--- config.mk ---
export PLATFORM = sky130hd
export DESIGN_NAME = pll_lock_monitor_reset_ctrl
export DESIGN_NICKNAME = d
export VERILOG_FILES = /design/src/rtl/pll_lock_mon_pkg.sv /design/src/rtl/pll_lock_sync.sv /design/src/rtl/pll_lock_monitor_reset_ctrl.sv
export SDC_FILE = /design/constraint.sdc
export NUM_CORES = 1
export LEC_CHECK = 0
export ABC_AREA = 1
export CORE_AREA = 3 3 66 68
export DETAILED_ROUTE_END_ITERATION = 6
export DIE_AREA = 0 0 69 71
export PLACE_DENSITY_LB_ADDON = 0.15
export SLEW_MARGIN = 15
export SYNTH_ARGS = -nofsm -noshare
export SYNTH_HDL_FRONTEND = slang
export SYNTH_SLANG_ARGS = --single-unit
--- constraint.sdc ---
create_clock -name FREF -period 1.65 [get_ports FREF]
set_input_delay 0.2475 -clock FREF [delete_from_list [all_inputs] [get_ports FREF]]
set_output_delay 0.2475 -clock FREF [all_outputs]
set_load 0.01 [all_outputs]
--- src/rtl/pll_lock_mon_pkg.sv ---
// ---------------------------------------------------------------------------
// pll_lock_mon_pkg
// Shared definitions for the PLL lock monitor / reset controller.
//   STATE_W, CNT_W, LOSS_CNT_W : widths of the state, dwell counter and
//                                lock-loss counter
//   state_t                    : controller states with fixed debug encodings
//   cnt_inc                    : saturating dwell-counter increment
// ---------------------------------------------------------------------------
package pll_lock_mon_pkg;

  localparam int STATE_W    = 3;
  localparam int CNT_W      = 16;
  localparam int LOSS_CNT_W = 8;

  // The encodings are visible on STATE_OUT, so they are pinned explicitly.
  // Values 6 and 7 are unused and recover to WAIT_EN.
  typedef enum logic [STATE_W-1:0] {
    WAIT_EN   = 3'd0,
    WAIT_LOCK = 3'd1,
    QUAL      = 3'd2,
    RUN       = 3'd3,
    HOLD      = 3'd4,
    RESTART   = 3'd5
  } state_t;

  // The dwell counter must never wrap. If it wrapped, a long stay in a state
  // could appear to match a terminal count a second time.
  function automatic logic [CNT_W-1:0] cnt_inc(input logic [CNT_W-1:0] value);
    return (value == {CNT_W{1'b1}}) ? value : value + CNT_W'(1);
  endfunction

endpackage

--- src/rtl/pll_lock_sync.sv ---
// ---------------------------------------------------------------------------
// pll_lock_sync
// Multi-flop synchronizer that brings the asynchronous PLL lock flag into the
// reference clock domain.
//   clk : destination clock
//   rst : asynchronous, active-high reset (chain clears to 0)
//   d   : asynchronous input
//   q   : synchronized output, STAGES clock edges behind d
// ---------------------------------------------------------------------------
module pll_lock_sync #(
  parameter int STAGES = 2
) (
  input  logic clk,
  input  logic rst,
  input  logic d,
  output logic q
);

  (* ASYNC_REG = "TRUE" *) logic [STAGES-1:0] chain;

  // Shift the raw lock flag through the synchronizer chain. The first flop
  // may go metastable. The later stages give it time to resolve before any
  // logic looks at the value.
  always_ff @(posedge clk or posedge rst) begin
    if (rst) begin
      chain <= '0;
    end else begin
      chain <= {chain[STAGES-2:0], d};
    end
  end

  assign q = chain[STAGES-1];

endmodule

--- src/rtl/pll_lock_monitor_reset_ctrl.sv ---
// ---------------------------------------------------------------------------
// pll_lock_monitor_reset_ctrl
// Output-side companion to the PLL bring-up sequencer. It qualifies PLL lock,
// releases the fabric reset once the clocks are usable, and watches for lock
// loss. On lock loss, or when lock never arrives, it pulses RESTART_REQ so the
// sequencer reruns bring-up.
//   FREF            : reference clock, all logic on the rising edge
//   RESET           : asynchronous, active-high reset
//   POWERDOWN_N     : sequencer power-up indication (sampled directly)
//   OUTx_EN         : sequencer output-enable indication (sampled directly)
//   PLL_LOCK        : asynchronous PLL lock flag
//   FABRIC_RESET_N  : downstream reset, low while clocks are not usable
//   READY           : clocks qualified and usable
//   RESTART_REQ     : request to restart the sequencer
//   LOCK_LOSS_COUNT : saturating count of lock-loss events seen in RUN
//   STATE_OUT       : current controller state (debug)
// ---------------------------------------------------------------------------
module pll_lock_monitor_reset_ctrl
  import pll_lock_mon_pkg::*;
#(
  parameter int               SYNC_STAGES          = 2,
  parameter logic [CNT_W-1:0] LOCK_QUAL_CYCLES     = 16'd200,
  parameter logic [CNT_W-1:0] LOCK_TIMEOUT_CYCLES  = 16'd4000,
  parameter logic [CNT_W-1:0] RESET_HOLD_CYCLES    = 16'd16,
  parameter logic [CNT_W-1:0] RESTART_PULSE_CYCLES = 16'd4
) (
  input  logic                  FREF,
  input  logic                  RESET,
  input  logic                  POWERDOWN_N,
  input  logic                  OUTx_EN,
  input  logic                  PLL_LOCK,
  output logic                  FABRIC_RESET_N,
  output logic                  READY,
  output logic                  RESTART_REQ,
  output logic [LOSS_CNT_W-1:0] LOCK_LOSS_COUNT,
  output logic [STATE_W-1:0]    STATE_OUT
);

  // Terminal counts. A state is left when the dwell counter holds the
  // "last" value, so the state lasts exactly the configured number of cycles.
  localparam logic [CNT_W-1:0] TIMEOUT_LAST = LOCK_TIMEOUT_CYCLES - CNT_W'(1);
  localparam logic [CNT_W-1:0] QUAL_LAST    = LOCK_QUAL_CYCLES - CNT_W'(1);
  localparam logic [CNT_W-1:0] HOLD_LAST    = RESET_HOLD_CYCLES - CNT_W'(1);
  localparam logic [CNT_W-1:0] PULSE_LAST   = RESTART_PULSE_CYCLES - CNT_W'(1);

  state_t           state;
  state_t           state_next;
  logic [CNT_W-1:0] cnt;
  logic [CNT_W-1:0] cnt_next;
  logic             lock_s;
  logic             en;
  logic             loss_event;
  logic             run_next;
  logic             restart_next;

  pll_lock_sync #(
    .STAGES(SYNC_STAGES)
  ) u_lock_sync (
    .clk(FREF),
    .rst(RESET),
    .d  (PLL_LOCK),
    .q  (lock_s)
  );

  // The sequencer drives both enables on the opposite FREF edge. Half a
  // cycle of settling is enough, so they are used without a synchronizer.
  assign en = POWERDOWN_N & OUTx_EN;

  // Next-state logic. A lock drop in RUN takes priority over an enable drop,
  // so a simultaneous drop is still recorded as a lock-loss event. A lock
  // glitch during qualification only restarts qualification. It is not a
  // lock-loss event. The dwell counter restarts from zero on every state
  // change, and it stays at zero while waiting for enable.
  always_comb begin
    state_next = state;
    loss_event = 1'b0;
    case (state)
      WAIT_EN: begin
        if (en) state_next = WAIT_LOCK;
      end
      WAIT_LOCK: begin
        if (!en)                      state_next = WAIT_EN;
        else if (lock_s)              state_next = QUAL;
        else if (cnt == TIMEOUT_LAST) state_next = RESTART;
      end
      QUAL: begin
        if (!en)                   state_next = WAIT_EN;
        else if (!lock_s)          state_next = WAIT_LOCK;
        else if (cnt == QUAL_LAST) state_next = RUN;
      end
      RUN: begin
        if (!lock_s) begin
          state_next = HOLD;
          loss_event = 1'b1;
        end else if (!en) begin
          state_next = HOLD;
        end
      end
      HOLD: begin
        if (cnt == HOLD_LAST) state_next = RESTART;
      end
      RESTART: begin
        if (cnt == PULSE_LAST) state_next = WAIT_EN;
      end
      default: state_next = WAIT_EN;
    endcase

    if ((state_next != state) || (state == WAIT_EN)) begin
      cnt_next = '0;
    end else begin
      cnt_next = cnt_inc(cnt);
    end
  end

  // Output decode from the next state. The outputs are registered together
  // with the state, so they change on the same clock edge as the state does.
  always_comb begin
    run_next     = (state_next == RUN);
    restart_next = (state_next == RESTART);
  end

  // State, dwell counter, registered outputs and lock-loss counter. The
  // lock-loss counter saturates rather than wrapping. Only RESET clears it,
  // so it keeps its history across restarts.
  always_ff @(posedge FREF or posedge RESET) begin
    if (RESET) begin
      state           <= WAIT_EN;
      cnt             <= '0;
      FABRIC_RESET_N  <= 1'b0;
      READY           <= 1'b0;
      RESTART_REQ     <= 1'b0;
      LOCK_LOSS_COUNT <= '0;
    end else begin
      state          <= state_next;
      cnt            <= cnt_next;
      FABRIC_RESET_N <= run_next;
      READY          <= run_next;
      RESTART_REQ    <= restart_next;
      if (loss_event && (LOCK_LOSS_COUNT != {LOSS_CNT_W{1'b1}})) begin
        LOCK_LOSS_COUNT <= LOCK_LOSS_COUNT + LOSS_CNT_W'(1);
      end
    end
  end

  assign STATE_OUT = state;

endmodule

==> metrics.cfg <==
[synthesis]
synthCells = 248
ys_types = 30
synth_area_leaders = dfrtp_1 40%, nand2_1 11%, nor2_4 7.5%
synth_area_mm2 = 0.00195
synth_top_area_cell = dfrtp_1
ys_warn_count = 0
synth_top_area_frac = 0.397
syn_area_per_cell_um2 = 7.88
syn_nets = 255
synth_seq_area_share = 0.397
synth-seq-cells = 31

[sta]
setup_viol = 16
fin_crit_ns = 1.78
worstMarginPinSlew_ns = 0.400
slew_headroom = 0.733
fmax_mhz = 561
period_share = 1.08
layout_setup_ws_ns = -0.133
final_max_slew_viol_count = 0
skew_ns = 0.00570
hold_viol_final = 0
rsz0062_at_grt = yes

[cells_and_area]
multi_input_area_mm2 = 0.00113
drive_above_1_share = 0.351
fill_cells = 328
finalInstanceArea_mm2 = 0.00273
nets = 311
diodes = 0
area_delta_synth_final_pct = 39.9
regArea_um2 = 778

[route]
routed_wl_um = 4180
drc = 0
drtIter0Drc = 84
route.vias.total = 1706
wl_per_cell_um = 11.8
drtPass1Iterations = 5
vias_per_cell = 4.81
ant_nets = 0

[critical_path]
crit_start = cnt[0]$_DFFE_PP0P_
timing.rr.start = cnt[0]$_DFFE_PP0P_
path_class = reg2reg
endpoint_kind = register
cp_max_fo = 6
crit_path_start_kind = register
critPathArrivalTime_ns = 1.94
required_ns = 1.81

[die]
core_mm2 = 0.00391
dieWidth_um = 69
die_area_mm2 = 0.00490
rows = 23
ios = 19
initial_core_util = 0.499
die_h_um = 71

[clock_network]
clock_path_buffers = 2
cts_buffers = 5
h-tree-depth = 2
clkTransAtPathRegs_ns = 0.07
clk_latency_ns = 0.28
root_buffer = clkbuf_8
cts_hold_buf = 0
cts.sinks = 31
cts_tree = yes

[job]
drv_cap = 0

[pwr]
vdd_ir_drop_max_mv = 0.669
cellLeakagePower_nw = 1.27
power_mw = 2.66
power.density_mw_per_mm2 = 975

[run_status]
status = finished, violations left
violations = setup timing

[place]
placed_area_mm2 = 0.00239
place.gp.congestion = 0.844
place_ws_ns = -0.181
hpwl_um = 2930
io_buffers = 18

[global_routing]
grt_overflow = 0
grt_pass1_wl_um = 7380
grt_pass1_vias = 1699
track_usage = 0.187
grt_max_degree = 32
antenna_found_initial = 0

[worst_hold_path]
hold_path_class = in2async

[flip-flops by register name (all words and copies together) (netlist names)]
name / flops
cnt: 16
LOCK_LOSS_COUNT: 8
STATE_OUT: 3
u_lock_sync.chain: 2
READY: 1
RESTART_REQ: 1
[critical path: stages, from the launching register on]
cell      delay, ns
dfrtp_1        0.40
ha_4           0.18
buf_6          0.12
nand3_4        0.09
nor2_4         0.09
nand2_2        0.08
buf_4          0.13
o21bai_1       0.16
nand2_2        0.09
nand3_4        0.13
buf_12         0.16
nor2_4         0.03
[logic make-up (layout without fill, tap and decap cells)]
| group | count (synthesis) | count (layout) | share of synthesized area |
|---|---|---|---|
| AOI/OAI and AO/OA | 15 | 15 | 0.0429 |
| adders and majority gates | 2 | 2 | 0.0128 |
| buffers and inverters | 45 | 102 | 0.105 |
| DFF | 31 | 31 | 0.397 |
| xor gates and xnor gates | 15 | 15 | 0.0672 |
| and+or+nand+nor | 140 | 140 | 0.375 |
[layout make-up]
cell class / count / area share
multi-input combinational: 172 / 0.414
sequential: 31 / 0.285
timing repair buffer: 54 / 0.181
inverter: 40 / 0.0549
clock buffer: 6 / 0.0302
tap: 50 / 0.0229
clock inverter: 2 / 0.0128
[cell usage in the layout (no fill, tap or decap), types with 2 or more instances in the layout]
cell and count:
nand4_1 5, nor2_2 7, nor2_4 19, o21ai_0 8
nor2_1 19, inv_1 30, nand3_2 4, nand2_1 48
inv_2 9, buf_4 31, nand3_1 15, buf_6 3
xnor2_1 4, clkbuf_8 6, nand3_4 4, clkdlybuf4s50_1 18
o21bai_1 2, dfrtp_2 2, dfrtp_1 29, xor2_1 11
nand2_2 13
[report_power, final]
group | total, mW | internal (mW) | leakage [nW] | switching (mW)
combinational | 1.04 | 0.467 | 0.788 | 0.570
sequential | 0.865 | 0.807 | 0.423 | 0.0576
clock | 0.763 | 0.488 | 0.0612 | 0.275
total | 2.66 | 1.76 | 1.27 | 0.902
[cell usage after synthesis]
library cell	number
ha_1	2
nand3_2	4
clkinv_1	1
nand2_2	5
o22ai_1	1
buf_2	1
nor2_2	3
buf_12	1
xor2_1	11
nor3_2	1
nor2_4	13
o21ai_1	1
nand3_4	1
a21oi_1	2
inv_1	31
dfrtp_1	31
nand2_1	57
nor4_1	2
buf_4	1
xnor2_1	4
nor2_1	29
o21ai_0	8
nand4_1	5
o21bai_1	2
nor3_1	1
nand3b_1	1
o211ai_1	1
nand3_1	18
buf_6	2
inv_2	8
[metal layers]
metal,share of wire,routed length [um],global-route usage
met5,0,0,0
met4,0.017,71,0.0607
met3,0.025,103,0.0469
met2,0.47,1960,0.311
met1,0.49,2050,0.238
[timing repair]
action	4_1_cts	5_1_grt
endpoints found under the hold margin	0	0
setup endpoints to repair	17	26
buffers inserted	3	2
resized for setup	15	30
pin swaps	8	11
cloned	1	0
[path summary, 6_finish.rpt]
path | endpoint | slack [ns] | cells after the start
worst min-delay path | LOCK_LOSS_COUNT[0]$_DFFE_PP0P_ | 0.34 | 3
worst min register to register | u_lock_sync.chain[1]$_DFF_PP0_ | 0.35 | 0
max in group asynchronous | cnt[2]$_DFFE_PP0P_ | 0.99 | 3
worst max register to register | cnt[12]$_DFFE_PP0P_ | -0.13 | 11
min in group FREF | u_lock_sync.chain[1]$_DFF_PP0_ | 0.35 | 0
worst max-delay path | cnt[12]$_DFFE_PP0P_ | -0.13 | 11
[metrics by stage]
step           std cells  hold WS (ns)   util  TNS (ns)
3_5_place_dp         342         0.339  0.610     -2.54
6_report             355         0.343  0.699     -1.85
3_3_place_gp         342         0.334  0.610     -2.35
2_1_floorplan        248         0.279      -         0
4_1_cts              354         0.354  0.667     -2.21
5_1_grt              355         0.369  0.699     -3.71
Note: power is estimated with default switching activity, not from simulation.
